### config.mk
export PLATFORM = sky130hd
export DESIGN_NAME = register_file32
export DESIGN_NICKNAME = d
export VERILOG_FILES = /design/src/rtl/register_file32.sv
export SDC_FILE = /design/constraint.sdc
export NUM_CORES = 2
export LEC_CHECK = 0
export BUFFER_PORTS_ARGS = -buffer_cell sky130_fd_sc_hd__buf_4
export CAP_MARGIN = 30
export CORE_MARGIN = 5
export CORE_UTILIZATION = 30
export DETAILED_ROUTE_END_ITERATION = 7
export GPL_TIMING_DRIVEN = 0
export PLACE_DENSITY_LB_ADDON = 0.05
export SYNTH_ARGS = -nofsm -noshare
export SYNTH_HDL_FRONTEND = slang
export SYNTH_SLANG_ARGS = --single-unit
export TNS_END_PERCENT = 1
### constraint.sdc
create_clock -name clk -period 1.9 [get_ports clk]
set_clock_uncertainty 0.1 [all_clocks]
set_input_delay 0.095 -clock clk [delete_from_list [all_inputs] [get_ports clk]]
set_output_delay 0.095 -clock clk [all_outputs]
set_load 0.02 [all_outputs]
### src/rtl/register_file32.sv
// 32 x 32-bit register file: two combinational read ports, one synchronous write port, r0 reads zero.
// Define REGFILE_WRITE_BYPASS_EN to forward same-cycle write data onto matching read ports.
module register_file32 #(
  parameter int DATA_WIDTH = 32,
  parameter int ADDR_WIDTH = 5
) (
  input  logic                  clk,
  input  logic                  reset,
  input  logic [ADDR_WIDTH-1:0] read_reg1,
  input  logic [ADDR_WIDTH-1:0] read_reg2,
  input  logic [ADDR_WIDTH-1:0] write_reg,
  input  logic [DATA_WIDTH-1:0] write_data,
  input  logic                  reg_write,
  output logic [DATA_WIDTH-1:0] read_data1,
  output logic [DATA_WIDTH-1:0] read_data2
);

  localparam int unsigned DEPTH = 2 ** ADDR_WIDTH;

  logic [DATA_WIDTH-1:0] r_regs [DEPTH];
  logic                  w_wr_en;

  // Writes to r0 are dropped here; the read muxes also force r0 to zero.
  assign w_wr_en = reg_write && (write_reg != '0);

  always_ff @(posedge clk) begin
    if (reset) begin
      for (int unsigned i = 0; i < DEPTH; i++) begin
        r_regs[i] <= '0;
      end
    end else if (w_wr_en) begin
      r_regs[write_reg] <= write_data;
    end
  end

  always_comb begin
    read_data1 = '0;
    read_data2 = '0;
    if (read_reg1 != '0) read_data1 = r_regs[read_reg1];
    if (read_reg2 != '0) read_data2 = r_regs[read_reg2];
`ifdef REGFILE_WRITE_BYPASS_EN
    if (w_wr_en && !reset && (read_reg1 == write_reg)) read_data1 = write_data;
    if (w_wr_en && !reset && (read_reg2 == write_reg)) read_data2 = write_data;
`endif
  end

endmodule
Yosys cells after proc, flatten, opt, wreduce, memory -nomap -nowiden
Memories as Yosys holds them, arrays and structs flattened. Index checks and enable logic that the tools add are counted.

$add $sub $neg: 0. $mul: 0. Div/mod/pow operators: 0. $lt $le $gt $ge: 0. Equal/unequal tests: 0. Shift operators: 0. Mux-type cells: 10. Bitwise gates (word level): 0. Reduce and logical (&&, ||, !) cells: 5.

Operators with widths (number): $mux 32 (3); $reduce_or 32->1 (1); $reduce_bool 5->1 (3); $mux 1 (6); $mux 5 (1); $logic_and 1x1->1 (1).

Register bits: 0. Latch bits: 0. RAM bits: 1024. Memory bits (read-only): 0. Input port bits: 50. Output and inout port bits: 64. Word-level logic and storage cells: 16. Memories kept: 1.

Memory list: r_regs (depth 32, bits a word 32, rd ports 2, clocked after Yosys merged registers in 0, wr ports 32, line 20) `logic [DATA_WIDTH-1:0] r_regs [DEPTH];`.

Longest topological paths before layout
Word-level depth: 7. Depth in mapped cells: 9. Mapped depth without buffers: 4.

Worst setup path after synthesis
No wires, ideal clock.

Path kind: in2out. Start point: input port read_reg1[0]. End point: output port read_data1[30]. Arrival: 2.085 ns. Required time: 1.705 ns. Setup slack: -0.380 ns. Stages on the path: 6. Path buffers: 3. Cells stage by stage: clkbuf_1 -> buf_6 -> buf_4 -> mux4_2 -> mux2i_1 -> a2111oi_0.

Longest elaborated chain between the ends: 2. Elaborated cells between the ends (all ways): 3. Classes of those cells: 1 x mux; 1 x reduce/logical; 1 x memory.

RTL lines: start, declared (line 9) `input logic [ADDR_WIDTH-1:0] read_reg1,`; $mem_v2 32x32 / $reduce_bool 5->1 (equally long branches); $mux 32 (*) (line 39) `if (read_reg1 != '0) read_data1 = r_regs[read_reg1];`; end, declared (line 14) `output logic [DATA_WIDTH-1:0] read_data1,`.

Every way passes the cells marked *; elsewhere a longest branch is shown, timed or not.

==> run summary <==
status: finished with violations
failing checks: negative setup slack
Initial Utilization: 30.1%
grt ovf: 0
CTS tree: yes
Rel. slew slack: 25.3%
Final Cycle Share: 161%
Worst path depth: 5
most frequent cells in the layout: 1024 x edfxtp_1, 995 x and2_1, 472 x mux4_2, 233 x clkbuf_1, 146 x mux2i_1
CTS buffer count: 134
row cnt: 156
PortBufs: 107
slowest cell on the critical path: a2111oi_4
post-DP HPWL: 184 mm
Synth cell types: 42
WHS Path Cells: 4
Post-Layout Cell Count: 6365
core area: 180000 µm²
die height: 435 µm
first-pass iteration count of the detailed router: 5
max cap viols: 0
Yosys warning count: 0
1st-iter DRT viols: 4129
Yosys top cell by area: edfxtp_1
Critical Path AT: 2.86 ns
unrepaired setup endpoints after global routing: yes
vias in the first global route: 36400
Nets: 3951
post-layout min period: 3.05 ns
CP bufs+invs: 1
share of the synthesized area in the top cell type: 56.7%
register area: 30700 µm²
DRC Markers: 0
cell count after synthesis: 3502
Hold Path Class: primary input to flop
Sum Neg Setup Slack: -235.98 ns
max-slew violations: 0
Finish-stage setup viols: 1008
share of layout cells above drive strength 1: 32.6%
first-pass GRT wire length: 348 mm
Crit path largest cell delay: 0.59 ns
placed cells: 6092
Power Dens Cells: 905 nW/µm²
clock sinks: 1024
clock-pin slew on the worst setup and hold paths: 0.06 ns
Worst EP required: 1.70 ns
multi-input logic area: 23800 µm²
post-route ant nets: 0
vias post-DR: 35400
commonest non-fill, non-tap cell in the layout: edfxtp_1
die area: 189000 µm²
overall routing resource usage: 27.4%
CTS root buf: clkbuf_16
max reg flops: 1024
Worst Setup Path Type: flop to primary output
hold_sp: write_reg[3]
Placer Congestion: 0.882
cell family with most CP delay: compound AO/OA/AOI/OAI gates
Async S/R FF share, synth: 0%
P&R area growth vs syn: 22.1%
flops & latches, synth: 1024
WL final: 264 mm
hold path endpoint: r_regs[1][0]$_SDFFCE_PN0P_
top flop regs: r_regs x1024
Vias/cell: 5.56
I/O Pins: 114
VDD IR max: 0.692 mV
largest net degree at the start of global routing: 33
Leak Pwr: 22.6 nW
final worst slack: -1.15 ns
H-tree depth: 4
Worst setup EP type: primary output
post-synthesis sequential area ratio: 56.7%
FILL cells: 17200
CP Max Fanout: 2
Peak Freq: 328 MHz
ranking of synthesized cells by area: edfxtp_1 57%, mux4_2 20%, and2_1 11%
Largest Register: r_regs
CTS Buffer Depth: 3
DIE WIDTH: 435 µm
Fin. Hold Viols: 0
CP cell instances: mux4_2 > a22o_4 > a2111oi_4 > nor3_4 > buf_6
Syn Area/Cell: 15.5 µm²
startpoint types: flop
initial antenna violation count: 7
synthesized area: 54200 µm²
Post-synth EDFFs: 1024
dpl ws: -2.27 ns
Worst-Margin Slew: 1.12 ns
Top FF cell, synth: edfxtp_1
DR WL/cell: 41.5 µm
-- cell type report --
| type | count | share of cell area (%) |
|---|---|---|
| Inverter | 2 | 0.0113 |
| Buffer | 385 | 3.30 |
| Multi-Input combinational cell | 2120 | 36.0 |
| Sequential cell | 1024 | 46.4 |
| Antenna cell | 6 | 0.0227 |
| Clock buffer | 174 | 5.52 |
| Tap cell | 2370 | 4.48 |
| Clock inverter | 50 | 0.416 |
| Timing Repair Buffer | 234 | 3.83 |
-- power breakdown --
part | total [mW] | switching [mW] | internal (mW)
logic | 9.17 | 5.57 | 3.60
clock network | 24.0 | 10.3 | 13.7
registers | 26.8 | 0.672 | 26.1
-- layer usage --
layer / global-route usage (%) / vias up / part of all wire (%)
li1: - / 14400 / -
met1: 37.5 / 19100 / 43
met2: 43.1 / 1414 / 46
met3: 4.62 / 404 / 6.1
met4: 11.7 / 0 / 5.0
met5: 0 / - / 0
-- synth_stat cells (2+ instances only) --
| library cell | n |
|---|---|
| and3_1 | 3 |
| a2111oi_0 | 14 |
| mux2_2 | 30 |
| a211oi_1 | 7 |
| nor4b_1 | 2 |
| a22o_1 | 51 |
| clkbuf_1 | 272 |
| or3_1 | 2 |
| a21oi_1 | 12 |
| nand4bb_1 | 2 |
| or2_2 | 33 |
| buf_4 | 31 |
| a221oi_1 | 4 |
| a22oi_1 | 16 |
| inv_1 | 2 |
| buf_2 | 44 |
| nand3_1 | 5 |
| nor2b_1 | 14 |
| a32o_1 | 4 |
| and2_1 | 995 |
| buf_6 | 22 |
| a221o_1 | 2 |
| nor2_1 | 36 |
| a2111oi_1 | 41 |
| nor3_1 | 54 |
| mux2i_1 | 150 |
| o22ai_1 | 103 |
| mux4_2 | 472 |
| o21ai_0 | 4 |
| nand3b_1 | 5 |
| nand2b_1 | 5 |
| edfxtp_1 | 1024 |
| nand2_1 | 7 |
| nor4_1 | 6 |
| buf_1 | 18 |
| or3b_2 | 4 |
-- kinds of logic (layout without fill, tap and decap cells) --
family	after synthesis	count (layout)	share of synthesized area (%)
AO/OA/AOI/OAI	259	259	3.65
buffers and inverters	389	845	3.31
flip-flops	1024	1024	56.7
multiplexers	652	652	23.0
other	1	38	0.00691
AND/OR/NAND/NOR	1177	1177	13.3
-- per-stage QoR --
stage / instance area, µm² / hold slack, ns / power [mW] / util [%]
finish: 66200 / 0.0764 / 59.9 / 36.7
CTS: 65600 / -0.0172 / 60.1 / 36.4
global placement: 58200 / 0.316 / 35.3 / 32.3
detailed placement: 59500 / 0.316 / 35.5 / 33.0
global route: 66200 / 0.0348 / 61.4 / 36.7
floorplan: 54400 / 0.193 / 31.2 / -
-- worst max path at each step --
| stage | start | slack [ns] | to |
|---|---|---|---|
| global route | r_regs[27][13]$_SDFFCE_PN0P_ | -1.19 | read_data1[13] |
| CTS | r_regs[26][13]$_SDFFCE_PN0P_ | -1.25 | read_data1[13] |
| detailed placement | read_reg1[1] | -2.27 | read_data1[14] |
| floorplan | read_reg2[0] | -0.18 | read_data2[21] |
| global placement | read_reg1[1] | -3.75 | read_data1[15] |
| finish | r_regs[30][13]$_SDFFCE_PN0P_ | -1.15 | read_data1[13] |
-- what timing repair did --
action	4_1_cts	5_1_grt
gates resized for setup	398	122
hold endpoints to repair	654	0
pin swaps	79	36
hold buffers	36	0
endpoints found under the setup margin	1030	1565
setup buffers	1	4
-- tightest hold or removal path, cell delays in order --
cell    delay (ns)
buf_4         0.17
or3_1         0.21
nor2_2        0.13
and2_1        0.17
Power figures use the tool's default switching activity.
